===== config.mk =====
export PLATFORM = sky130hd
export DESIGN_NAME = seq_det_sched
export DESIGN_NICKNAME = d
export VERILOG_FILES = /design/src/rtl/seq_det_sched.sv
export SDC_FILE = /design/constraint.sdc
export NUM_CORES = 1
export LEC_CHECK = 0
export CAP_MARGIN = 30
export CORE_MARGIN = 10
export CORE_UTILIZATION = 50
export CTS_BUF_LIST = sky130_fd_sc_hd__clkbuf_4 sky130_fd_sc_hd__clkbuf_8
export DETAILED_ROUTE_END_ITERATION = 16
export GPL_TIMING_DRIVEN = 0
export PLACE_DENSITY = 0.92
export SLEW_MARGIN = 20
export SYNTH_ARGS = -nofsm -noshare
export SYNTH_HDL_FRONTEND = slang
export SYNTH_SLANG_ARGS = --single-unit
export TNS_END_PERCENT = 50

===== constraint.sdc =====
create_clock -name clk -period 1.63 [get_ports clk]
set_clock_uncertainty 0.2 [all_clocks]
set_input_delay 0.2445 -clock clk [delete_from_list [all_inputs] [get_ports clk]]
set_output_delay 0.2445 -clock clk [all_outputs]
set_load 0.03 [all_outputs]

===== src/rtl/seq_det_sched.sv =====
// -----------------------------------------------------------------------------
// seq_det_sched
//
// Shares one bit-serial "101" overlapping Moore detector between two
// word-oriented requesters. In IDLE a round-robin arbiter accepts one word;
// the word is then shifted MSB-first into the detector for WORD_W cycles while
// matches are counted, and the per-word result is offered on a valid/ready
// port until consumed.
//
// Handshakes: a transfer happens on a rising edge where valid & ready are both
// high. A producer may drop valid while not accepted; the result side holds
// res_ch/res_count/res_hit stable while res_valid is high and res_ready is low.
//
// Ports:
//   clk, rst              clock, synchronous active-high reset
//   in0_valid/data/ready  channel 0 word request
//   in1_valid/data/ready  channel 1 word request
//   res_valid/ready       result handshake
//   res_ch                channel the result belongs to
//   res_count             matches in the word (saturating)
//   res_hit               res_count != 0
//   busy                  control FSM not in IDLE
// -----------------------------------------------------------------------------
module seq_det_sched #(
    parameter int WORD_W = 8,
    parameter int CNT_W  = 4
) (
    input  logic              clk,
    input  logic              rst,
    input  logic              in0_valid,
    input  logic [WORD_W-1:0] in0_data,
    output logic              in0_ready,
    input  logic              in1_valid,
    input  logic [WORD_W-1:0] in1_data,
    output logic              in1_ready,
    output logic              res_valid,
    input  logic              res_ready,
    output logic              res_ch,
    output logic [CNT_W-1:0]  res_count,
    output logic              res_hit,
    output logic              busy
);

    localparam int IDX_W = $clog2(WORD_W);
    localparam logic [IDX_W-1:0] LAST_IDX = IDX_W'(WORD_W - 1);

    typedef enum logic [1:0] {
        S_IDLE   = 2'd0,
        S_SHIFT  = 2'd1,
        S_REPORT = 2'd2
    } ctrl_t;

    typedef enum logic [2:0] {
        D_A = 3'd0,
        D_B = 3'd1,
        D_C = 3'd2,
        D_D = 3'd3,
        D_E = 3'd4
    } det_t;

    ctrl_t              r_state;
    det_t               r_det;
    logic [WORD_W-1:0]  r_shift;
    logic [IDX_W-1:0]   r_idx;
    logic [CNT_W-1:0]   r_count;
    logic               r_res_ch;
    logic               r_last_grant;

    logic               w_grant;
    logic               w_idle;
    logic               w_accept;
    logic               w_bit;
    det_t               w_det_next;

    // Detector next-state; D is the "101 seen" state, illegal codes recover to A.
    function automatic det_t det_step(input det_t s, input logic x);
        case (s)
            D_A:     det_step = x ? D_B : D_A;
            D_B:     det_step = x ? D_B : D_C;
            D_C:     det_step = x ? D_D : D_A;
            D_D:     det_step = x ? D_B : D_E;
            D_E:     det_step = x ? D_D : D_A;
            default: det_step = D_A;
        endcase
    endfunction

    // Single requester wins outright; on a tie the channel not served last wins.
    always_comb begin
        w_grant = 1'b0;
        if (in0_valid && in1_valid) begin
            w_grant = ~r_last_grant;
        end else begin
            w_grant = in1_valid;
        end
    end

    assign w_idle     = (r_state == S_IDLE);
    assign in0_ready  = w_idle & ~w_grant & in0_valid;
    assign in1_ready  = w_idle &  w_grant & in1_valid;
    assign w_accept   = in0_ready | in1_ready;
    assign w_bit      = r_shift[WORD_W-1];
    assign w_det_next = det_step(r_det, w_bit);

    assign res_valid  = (r_state == S_REPORT);
    assign busy       = ~w_idle;
    assign res_ch     = r_res_ch;
    assign res_count  = r_count;
    assign res_hit    = (r_count != '0);

    always_ff @(posedge clk) begin
        if (rst) begin
            r_state      <= S_IDLE;
            r_det        <= D_A;
            r_shift      <= '0;
            r_idx        <= '0;
            r_count      <= '0;
            r_res_ch     <= 1'b0;
            r_last_grant <= 1'b1;
        end else begin
            case (r_state)
                S_IDLE: begin
                    if (w_accept) begin
                        r_shift      <= w_grant ? in1_data : in0_data;
                        r_res_ch     <= w_grant;
                        r_count      <= '0;
                        r_idx        <= '0;
                        // Each word starts from a clean detector history.
                        r_det        <= D_A;
                        r_last_grant <= w_grant;
                        r_state      <= S_SHIFT;
                    end
                end
                S_SHIFT: begin
                    r_shift <= {r_shift[WORD_W-2:0], 1'b0};
                    r_det   <= w_det_next;
                    // Count on entry to D so a match on the final bit is included.
                    if ((w_det_next == D_D) && (r_count != '1)) begin
                        r_count <= r_count + CNT_W'(1);
                    end
                    r_idx <= r_idx + IDX_W'(1);
                    if (r_idx == LAST_IDX) begin
                        r_state <= S_REPORT;
                    end
                end
                S_REPORT: begin
                    if (res_ready) begin
                        r_state <= S_IDLE;
                    end
                end
                default: begin
                    r_state <= S_IDLE;
                end
            endcase
        end
    end

endmodule


### Yosys cells after proc, flatten, opt, wreduce, memory -nomap -nowiden

Cells that the tools add are included.

* add/sub/neg operators: 2
* equal/unequal tests: 13
* multiplexer cells: 19
* bitwise gates (word level): 8
* reduce and logical (&&, ||, !) cells: 11

Operators with widths (number)
* 8-bit two-way mux: 2
* 8-bit one-hot mux with 2 select lines: 1
* 3-bit one-hot mux with 2 select lines: 2
* 3-bit one-hot mux with 4 select lines: 1
* 2-bit two-way mux: 5
* 3-bit by 2-bit == test with 1-bit output, second input constant: 3
* 4-bit two-way mux: 2
* 4-bit one-hot mux with 2 select lines: 1
* 3-bit == test, second input constant: 2
* 3-bit two-way mux: 2
* 2-bit one-hot mux with 3 select lines: 1
* 3-bit AND reduction: 2
* 4-bit by 1-bit adder with 4-bit output, second input constant: 1
* 1-bit bitwise AND: 4
* 2-bit by 1-bit inequality test with 1-bit output, second input constant: 2
* 2-bit inequality test, second input constant: 2
* 4-bit inequality test, second input constant: 1
* 2-bit AND reduction: 2
* 4-bit nonzero test: 1
* 3-bit by 1-bit adder with 3-bit output, second input constant: 1
* 3-bit by 1-bit == test with 1-bit output, second input constant: 1
* 3-bit logical NOT: 1
* 1-bit NOT: 3
* 2-bit by 1-bit == test with 1-bit output, second input constant: 1
* 7 further kinds: 9

* bits in registers: 22

### Depth between registers and ports, before layout

Gate-level depths: netlist of the first run.

* depth in word-level cells: 8
* depth in mapped cells: 7
* gate-level depth less buffers: 5

### Worst setup path before layout of the first run

No wires, ideal clock.

* path kind: register -> register
* start: register r_count[0] (netlist: res_count[0])
* end: register r_count[3] (netlist: res_count[3])
* library setup time: 95 ps
* arrival time: 1380 ps
* required time: 1335 ps
* slack: -45 ps
* stages on the path, launching flop included: 6
* buffers on the path: 0
* path through: dfxtp_1 > ha_1 > nand3_1 > nand3b_1 > a21oi_1 > a221oi_1

* word-level cells in the longest chain between the ends: 4
* elaborated cells on any way between the ends: 7

RTL lines
* start, declared: line 65 `logic [CNT_W-1:0] r_count;`
* start signal, assigned: line 138 `r_count <= r_count + CNT_W'(1);`
* branches (longest 4 deep; another with 4-bit by 1-bit adder with 4-bit output)

Several ways; the timed one is not identified. The select of a mux whose other input is x is not followed.
A chain may end at the register's enable or synchronous reset.

### Worst setup path after layout of the first run

* start: register r_state[0]
* end: output in0_ready

* word-level cells in the longest chain between the ends: 3

RTL lines
* start, declared: line 61 `ctrl_t r_state;`
* start signal, assigned: line 112 `r_state <= S_IDLE;`
* start signal, assigned: line 130 `r_state <= S_SHIFT;`
* start signal, assigned: line 142 `r_state <= S_REPORT;`
* 2-bit logical NOT: line 97 `assign w_idle = (r_state == S_IDLE);`
* 1-bit bitwise AND (2 in series): line 98 `assign in0_ready = w_idle & ~w_grant & in0_valid;`
* end, declared: line 32 `output logic in0_ready,`

Every way passes these cells.

==> results of run 1 <==
## sequential cells by signal, indices dropped and copies added (netlist names)
name          count
r_shift           8
res_count         4
r_det             3
r_idx             3
r_state           2
r_last_grant      1
res_ch            1
## cell type report
cell class	instances	area, um2
multi-input combinational	106	757.0
fill	140	506.7
sequential	22	456.7
timing repair buffer	40	374.1
buffer	8	75.07
tap	28	35.03
clock inverter	1	30.03
clock buffer	3	22.52
inverter	5	18.77
## path summary, 6_finish.rpt
path | startpoint | end | slack [ns] | cells after the start
max | r_state[0] | in0_ready | -0.05 | 4
min | r_shift[0] | r_shift[0] | 0.27 | 2
max reg2reg | r_state[0] | r_shift[2] | -0.01 | 6
min reg2reg | r_shift[0] | r_shift[0] | 0.27 | 2
## through the flow
stage	hold WS [ns]	util
2_1_floorplan	0.1548	-
3_3_place_gp	0.2478	0.6899
3_5_place_dp	0.2570	0.6899
4_1_cts	0.2630	0.7499
5_1_grt	0.2869	0.7774
6_report	0.2730	0.7774
## what timing repair did
action / 4_1_cts / 5_1_grt
buffers inserted: 8 / 1
resized for setup: 52 / 12
endpoints found under the setup margin: 18 / 21
pin swaps: 3 / 4
gates cloned: 0 / 1
## cell families (layout without fill, tap and decap cells)
group,count (synthesis),in the layout,synth area share
AOI/OAI and AO/OA,37,37,0.2274
xor gates and xnor gates,1,1,0.007108
buffers and inverters,14,57,0.06903
muxes,7,7,0.05686
DFF,22,22,0.3574
adders and majority gates,4,4,0.04061
and+or+nand+nor,57,57,0.2416
## power by group through the flow
stage / logic [mW] / registers [mW] / clock network (mW)
2_1_floorplan: 0.153 / 0.593 / 0
3_3_place_gp: 0.240 / 0.593 / 0
3_5_place_dp: 0.249 / 0.595 / 0
4_1_cts: 0.271 / 0.584 / 0.431
5_1_grt: 0.315 / 0.589 / 0.457
6_report: 0.295 / 0.586 / 0.426
## cells in the mapped netlist, drive strengths merged (2+ instances only)
cell	count	area share
dfxtp	22	0.36
nor2	21	0.064
nand2	13	0.040
a21oi	12	0.067
a211o	8	0.057
buf	7	0.048
mux2i	7	0.057
inv	5	0.015
a22oi	4	0.024
ha	4	0.041
nand3	4	0.016
and2	3	0.017
nor2b	3	0.021
o21ai	3	0.012
a211oi	2	0.012
a31oi	2	0.010
clkbuf	2	0.0061
nand2b	2	0.010
nand3b	2	0.012
nand4b	2	0.014
nor4b	2	0.019
## routing by layer
metal | up-vias | GRT usage
li1 | 599 | -
met1 | 609 | 0.1380
met2 | 52 | 0.2702
met3 | 10 | 0.02996
met4 | 0 | 0.03478
met5 | - | 0
## worst register-to-register path, delay by kind of cell, from the launching register on
family	cells	cell delay, ns
flops	1	0.40
simple gates	2	0.31
buf+inv	2	0.28
compound gates	2	0.38
==> impl_metrics.csv, run 1 <==
group,metric,value,unit
run_status,run_status,"finished with violations",
run_status,failed_checks,"negative setup slack",
clock_tree,clk_latency,0.31,ns
placed_design,placed_area,1570,um2
timing,finalSetupTns,-0.08573,ns
synthesis,ys_types,40,
placed_design,gp_congestion,0.7862,
synthesis,synth-edff-count,0,
timing,fin_crit_sh,1.031,
clock_tree,cts_root_buffer,"clkbuf_4",
global_routing,grt_max_degree,14,
layout,num-nets-final,211,
layout,antenna_cells,0,
global_routing,grt_pass1_vias,1298,
worst_setup_path,end_kind,"output pin",
route,wl_met1,1486,um
worst_setup_path,cp.arrival,1.24,ns
timing,relSlewSlack,0.5808,
route,viasPerCell,5.962,
floorplan,rows,17,
power_and_ir_drop,clkPwrFrac,0.326,
synthesis,syn-num-nets,167,
clock_tree,cts_sinks,22,
clock_tree,cts-buffers-inserted,3,
timing,hold_violations,0,
clock_tree,ctsHoldBuffers,0,
synthesis,syn_area,1232,um2
job,maxCapViolations,0,
worst_setup_path,start_kind,"flip-flop",
worst_setup_path,path_cells,"nor2_4, nand2_2, nor2_2, buf_6",
power_and_ir_drop,p_comb_frac,0.226,
placed_design,dp_hpwl,2462,um
power_and_ir_drop,netSwitchingPower,0.3363,mW
route,routed-wl-met3,227,um
clock_tree,htreeDepth,1,
timing,rsz0062_at_grt,"yes",
timing,slew_violations,0,
power_and_ir_drop,p_per_area,738.6,nW/um2
timing,period_needed,1.680,ns
route,drt_iter0_drc,104,
power_and_ir_drop,p_leak,0.7237,nW
synthesis,yosysWarningCount,0,
power_and_ir_drop,power_switching_share,0.2574,
route,ant_nets,0,
floorplan,die_area,4850,um2
synthesis,synth_ff_type,"dfxtp_1",
power_and_ir_drop,finalPower,1.307,mW
synthesis,ys_seq_area_frac,0.3574,
global_routing,grt_usage,0.1367,
route,drt_wl_total,3655,um
layout,final_common_cell,"nor2_1",
power_and_ir_drop,ir_drop,0.5556,mV
global_routing,antenna_found_initial,0,
route,first_pass_iters,5,
layout,area_delta_synth_final,43.55,%
timing,max_freq,595.3,MHz
worst_setup_path,critPathBufInv,1,
worst_hold_path,hp-class,"flip-flop to flip-flop",
layout,drive_gt1_frac,0.2865,
synthesis,syn_inst,142,
clock_tree,cts.clk_slew.worst_paths,0.13,ns
timing,setup_viol,3,
layout,stdcell_count,213,
route,highest_layer,"met4",
route,wl_met2,1884,um
worst_setup_path,cp_top_family,"simple AND/OR/NAND/NOR gates",
worst_setup_path,worstSetupPathType,"flip-flop to output pin",
floorplan,coreArea,2276,um2
layout,fin_area,1769,um2
synthesis,avgSynthCellArea,8.679,um2
route,drc,0,
synthesis,synth_seq_cells,22,
floorplan,start_util,0.5415,
timing,layout_setup_ws,-0.04990,ns
power_and_ir_drop,power.share.sequential,0.448,
power_and_ir_drop,p_int,0.9705,mW
worst_setup_path,required,1.19,ns
synthesis,async_reset_ff_frac,0,
worst_setup_path,max_stage_delay,0.38,ns
clock_tree,cts_tree,"yes",
placed_design,dp.cells,200,
route,wl_per_cell,17.16,um
clock_tree,clock_path_buffers,2,
timing,worst_pin_slew,0.6288,ns
layout,final_cell_mix,"19 x nor2_1, 18 x clkdlybuf4s50_1, 15 x dfxtp_1, 12 x nand2_1, 10 x buf_4",
floorplan,die_y,69.65,um
floorplan,ioPinCount,31,
placed_design,pre_cts_ws,-0.8274,ns
placed_design,io_buffers,30,
worst_setup_path,cp_max_fo,5,
global_routing,overflow,0,
route,vias,1270,
floorplan,die_w,69.65,um
worst_setup_path,cp_slowest_cell,"dfxtp_4",
global_routing,grt_pass1_wl,5830,um
(Power assumes the default switching activity.)
==> run 2, diff against run 1 <==
--- a/config.mk
+++ b/config.mk
@@ -5,7 +5,9 @@
 export SDC_FILE = /design/constraint.sdc
 export NUM_CORES = 1
 export LEC_CHECK = 0
+export ABC_CLOCK_PERIOD_IN_PS = 1630
 export CAP_MARGIN = 30
+export CORE_ASPECT_RATIO = 0.7
 export CORE_MARGIN = 10
 export CORE_UTILIZATION = 50
 export CTS_BUF_LIST = sky130_fd_sc_hd__clkbuf_4 sky130_fd_sc_hd__clkbuf_8
==> run 2 against run 1 <==
Compared with the run above: critical path type unchanged; global-route usage is 0.89 points higher; the flow still finishes with violations (negative setup slack); total power fell by 11%; worst hold slack got worse by 0.0013 ns.
==> impl_metrics.csv, run 2 (synthesis results as in run 1) <==
group,metric,value,unit
timing,rsz0062_at_grt,"yes",
placed_design,gp_congestion,0.8136,
timing,fin_crit_sh,1.015,
layout,final_cell_mix,"18 x nor2_1, 18 x clkdlybuf4s50_1, 15 x dfxtp_1, 13 x buf_4, 11 x nand2_1",
clock_tree,clock_path_buffers,2,
worst_setup_path,start_kind,"flip-flop",
layout,num-fill-cells,142,
layout,largest_reg_flops,8,
worst_setup_path,cp_max_fo,4,
timing,hold_violations,0,
timing,period_needed,1.655,ns
placed_design,io_buffers,30,
floorplan,rows,14,
global_routing,overflow,0,
layout,drive_gt1_frac,0.3351,
route,ant_nets,0,
worst_setup_path,worstSetupPathType,"flip-flop to output pin",
layout,stdcell_count,217,
global_routing,grt_pass1_wl,5713,um
floorplan,die_w,79.34,um
timing,max_freq,604.2,MHz
clock_tree,htreeDepth,1,
floorplan,die_y,61.54,um
worst_setup_path,cp.arrival,1.21,ns
layout,largest-register,"r_shift",
global_routing,grt_max_degree,13,
floorplan,ioPinCount,31,
run_status,failed_checks,"negative setup slack",
layout,area_delta_synth_final,45.18,%
clock_tree,cts_tree,"yes",
route,first_pass_iters,4,
clock_tree,cts_sinks,22,
floorplan,coreArea,2242,um2
route,vias,1255,
timing,setup_viol,2,
route,drc,0,
timing,layout_setup_ws,-0.02506,ns
global_routing,antenna_found_initial,0,
layout,seqCellArea,459.2,um2
timing,slew_violations,0,
placed_design,dp.cells,204,
worst_setup_path,required,1.19,ns
timing,relSlewSlack,0.5757,
clock_tree,cts_root_buffer,"clkbuf_4",
route,viasPerCell,5.783,
run_status,run_status,"finished with violations",
placed_design,dp_hpwl,2472,um
route,drt_iter0_drc,111,
layout,multi_input_area,818.3,um2
floorplan,start_util,0.5497,
global_routing,grt_usage,0.1456,
clock_tree,ctsHoldBuffers,0,
worst_setup_path,end_kind,"output pin",
power_and_ir_drop,p_leak,0.7026,nW
job,maxCapViolations,0,
route,wl_per_cell,16.96,um
clock_tree,clk_latency,0.31,ns
route,drt_wl_total,3680,um
clock_tree,cts-buffers-inserted,3,
timing,worst_pin_slew,0.6364,ns
layout,antenna_cells,0,
power_and_ir_drop,ir_drop,0.5466,mV
worst_hold_path,hp-class,"input pin to flip-flop",
floorplan,die_area,4882,um2
timing,finalSetupTns,-0.03230,ns
power_and_ir_drop,p_per_area,652.8,nW/um2
layout,num-nets-final,211,
global_routing,grt_pass1_vias,1230,
placed_design,pre_cts_ws,-0.8289,ns
clock_tree,cts.clk_slew.worst_paths,0.12,ns
run 2: metrics by stage:
stage	power, mW	area (um2)	util	hold slack [ns]
6_report	1.168	1789	0.7980	0.2717
5_1_grt	1.211	1789	0.7980	0.2864
4_1_cts	1.157	1713	0.7640	0.2602
3_5_place_dp	0.8434	1575	0.7026	0.2587
3_3_place_gp	0.8324	1575	0.7026	0.2474
2_1_floorplan	0.7466	1235	-	0.1548
run 2: worst paths after layout:
check,slack [ns],to,cells after the start,startpoint
min,0.27,r_last_grant,4,in1_valid
max,-0.03,in1_ready,3,r_last_grant
max reg2reg,0.02,res_count[3],5,r_state[1]
min reg2reg,0.28,r_shift[6],2,r_shift[6]
run 2: area by class of cell:
class,instances,area share
Tap cell,32,0.02238
Clock buffer,4,0.02028
Buffer,5,0.02098
Sequential cell,22,0.2566
Timing Repair Buffer,42,0.2105
Multi-Input combinational cell,107,0.4573
Inverter,5,0.01189
run 2: timing repair:
item | CTS | global route
pin swaps | 5 | 9
endpoints found under the setup margin | 11 | 18
gates cloned | 0 | 1
gates resized for setup | 57 | 22
setup buffers | 6 | 6
run 2: routing by layer:
layer	GRT usage	wire length, um	up-vias
met5	0	0	-
met3	0.04797	190	6
met2	0.2688	1906	42
met4	0.03053	36	0
li1	-	-	594
met1	0.1627	1546	613
run 2: report_power, final:
group / switching [mW] / internal, mW / leakage (nW) / total [mW]
registers: 0.0236 / 0.561 / 0.184 / 0.585
logic: 0.130 / 0.146 / 0.498 / 0.276
clock network: 0.171 / 0.137 / 0.0210 / 0.307
total: 0.324 / 0.844 / 0.703 / 1.17
run 2: critical path, cell delays in order, from the launching register on:
cell and delay [ns]:
dfxtp_4 0.37, a21boi_4 0.20, and2_2 0.19, buf_6 0.13
==> run 3, diff against run 2 <==
--- a/config.mk
+++ b/config.mk
@@ -7,13 +7,13 @@
 export LEC_CHECK = 0
 export ABC_CLOCK_PERIOD_IN_PS = 1630
 export CAP_MARGIN = 30
-export CORE_ASPECT_RATIO = 0.7
 export CORE_MARGIN = 10
-export CORE_UTILIZATION = 50
+export CORE_UTILIZATION = 55
 export CTS_BUF_LIST = sky130_fd_sc_hd__clkbuf_4 sky130_fd_sc_hd__clkbuf_8
 export DETAILED_ROUTE_END_ITERATION = 16
+export DONT_BUFFER_PORTS = 1
 export GPL_TIMING_DRIVEN = 0
-export PLACE_DENSITY = 0.92
+export PLACE_DENSITY = 0.81
 export SLEW_MARGIN = 20
 export SYNTH_ARGS = -nofsm -noshare
 export SYNTH_HDL_FRONTEND = slang
==> run 3 against run 2 <==
Compared with the run above: the run now ends clean; worst setup slack gained 0.042 ns; routed wire length shrank 17%; fmax grew 2.6%; die area shrank 7.1%; final cell count shrank 16%; via count shrank 12%; total power shrank 10%; sequential cell count is the same; clock power shrank 18%; critical path depth is the same; global-route usage shrank 0.15 points; final area shrank 19%; critical endpoint is now in0_ready.
==> impl_metrics.csv, run 3 (synthesis results as in run 1) <==
group,metric,value,unit
route,drc,0,
timing,rsz0062_at_grt,"yes",
timing,fin_crit_sh,0.9896,
floorplan,rows,17,
power_and_ir_drop,ir_drop,0.5191,mV
layout,utilization,0.6701,
clock_tree,cts_sinks,22,
layout,antenna_cells,0,
floorplan,die_y,67.34,um
layout,final_common_cell,"nor2_1",
layout,stdcell_count,183,
floorplan,ioPinCount,31,
placed_design,io_buffers,0,
worst_setup_path,cp_top_family,"simple AND/OR/NAND/NOR gates",
route,wl_per_cell,16.66,um
floorplan,die_w,67.34,um
job,maxCapViolations,0,
timing,finalSetupTns,0,ns
worst_hold_path,holdCritStartpoint,"in0_valid",
timing,setup_viol,0,
layout,largest_reg_flops,8,
global_routing,grt_pass1_wl,5133,um
timing,relSlewSlack,0.6043,
clock_tree,clk_latency,0.31,ns
global_routing,overflow,0,
clock_tree,cts_tree,"yes",
timing,hold_violations,0,
route,ant_nets,0,
route,viasPerCell,6.033,
clock_tree,cts.clk_slew.worst_paths,0.12,ns
layout,largest-register,"r_shift",
worst_setup_path,rr_endpoint,"r_det[1]",
timing,max_freq,620.0,MHz
worst_setup_path,path_cells,"nor2_4, nand2_2, nor2_4",
power_and_ir_drop,p_leak,0.5481,nW
route,first_pass_iters,4,
route,vias,1104,
global_routing,grt_usage,0.1442,
timing,worst_pin_slew,0.5935,ns
worst_setup_path,critPathBufInv,0,
power_and_ir_drop,p_per_area,722.1,nW/um2
worst_setup_path,start_kind,"flip-flop",
power_and_ir_drop,finalPower,1.050,mW
placed_design,dp_hpwl,2201,um
worst_setup_path,r2r-start,"r_state[1]",
worst_setup_path,max_stage_delay,0.40,ns
worst_hold_path,min_to,"r_shift[0]",
placed_design,pre_cts_ws,-0.09334,ns
global_routing,grt_pass1_vias,1128,
floorplan,coreArea,2170,um2
layout,final_cell_mix,"19 x nor2_1, 14 x dfxtp_1, 11 x nand2_1, 8 x a211o_1",
route,drt_iter0_drc,82,
worst_setup_path,cp.arrival,1.17,ns
clock_tree,cts-buffers-inserted,3,
layout,drive_gt1_frac,0.2968,
global_routing,grt_max_degree,12,
clock_tree,clock_path_buffers,2,
floorplan,start_util,0.5681,
worst_setup_path,cpMostUsedCell,"nor2_4",
layout,area_delta_synth_final,17.97,%
worst_setup_path,required,1.19,ns
worst_setup_path,end_kind,"output pin",
worst_setup_path,rrSetupSlack,0.04,ns
timing,period_needed,1.613,ns
placed_design,gp_congestion,0.7358,
global_routing,antenna_found_initial,0,
worst_setup_path,worstSetupPathType,"flip-flop to output pin",
floorplan,die_area,4534,um2
worst_setup_path,cp_max_fo,8,
clock_tree,cts_root_buffer,"clkbuf_4",
worst_setup_path,ff2ff_path_depth,6,
route,drt_wl_total,3048,um
timing,layout_setup_ws,0.01700,ns
worst_setup_path,cp_slowest_cell,"dfxtp_4",
placed_design,dp.cells,170,
run_status,run_status,"completed",
timing,slew_violations,0,
clock_tree,htreeDepth,1,
worst_hold_path,hp-class,"input pin to flip-flop",
worst_hold_path,whs_path_depth,4,
layout,num-nets-final,182,
[run 3: changes by cell type in the layout (fill, tap and decap cells not counted), moves of 2 or more]
cell / previous run / this run
ha_2: 0 / 2
nor2_2: 2 / 0
clkbuf_2: 2 / 0
buf_6: 6 / 4
buf_4: 13 / 7
ha_4: 2 / 0
nor2b_2: 0 / 2
dlygate4sd3_1: 0 / 4
dlygate4sd2_1: 4 / 0
clkdlybuf4s50_1: 18 / 0
[run 3: layer usage]
| metal | vias to the layer above | global-route usage | part of all wire |
|---|---|---|---|
| met5 | - | 0 | 0 |
| met4 | 0 | 0.06923 | 0.017 |
| met3 | 4 | 0.03140 | 0.058 |
| met2 | 32 | 0.2476 | 0.50 |
| met1 | 533 | 0.1659 | 0.43 |
| li1 | 535 | - | - |
[run 3: timing repair]
item,CTS,global route
endpoints found under the setup margin,9,17
gates resized for setup,18,10
cloned,0,0
buffers inserted,3,4
hold buffers,4,0
endpoints found under the hold margin,5,0
pin swaps,5,5
[run 3: area by class of cell]
| class | count | area, um2 |
|---|---|---|
| Multi-Input combinational cell | 106 | 759.5 |
| Sequential cell | 22 | 460.4 |
| Buffer | 8 | 61.31 |
| Fill cell | 189 | 715.7 |
| Timing Repair Buffer | 11 | 96.34 |
| Tap cell | 28 | 35.03 |
| Clock buffer | 3 | 22.52 |
| Inverter | 5 | 18.77 |
[run 3: worst max-delay path by stage]
| stage | from | depth (start not counted) | slack [ns] | to |
|---|---|---|---|---|
| 2_1_floorplan | r_state[0] | 4 | 0.05 | in0_ready |
| 3_3_place_gp | r_state[0] | 4 | -0.09 | in0_ready |
| 3_5_place_dp | r_state[0] | 4 | -0.09 | in0_ready |
| 4_1_cts | r_state[0] | 4 | -0.06 | in0_ready |
| 5_1_grt | r_state[0] | 3 | -0.05 | in0_ready |
| 6_report | r_state[0] | 3 | 0.02 | in0_ready |
[run 3: power breakdown]
group | switching (mW) | leakage (nW) | internal [mW]
registers | 0.0254 | 0.184 | 0.560
logic | 0.108 | 0.350 | 0.106
clock network | 0.164 | 0.0138 | 0.0865
[run 3: worst min-delay path, cell delays in order]
cell,delay (ns)
nand2_1,0.04
nor2_1,0.04
o21ai_0,0.14
a21oi_1,0.06
[run 3: metrics by stage]
stage / instance area, um2 / hold WS (ns)
after floorplan: 1235 / 0.1548
after global placement: 1270 / 0.1595
after detailed placement: 1270 / 0.1655
after CTS: 1405 / 0.02712
after global routing: 1454 / 0.04918
final: 1454 / 0.04281
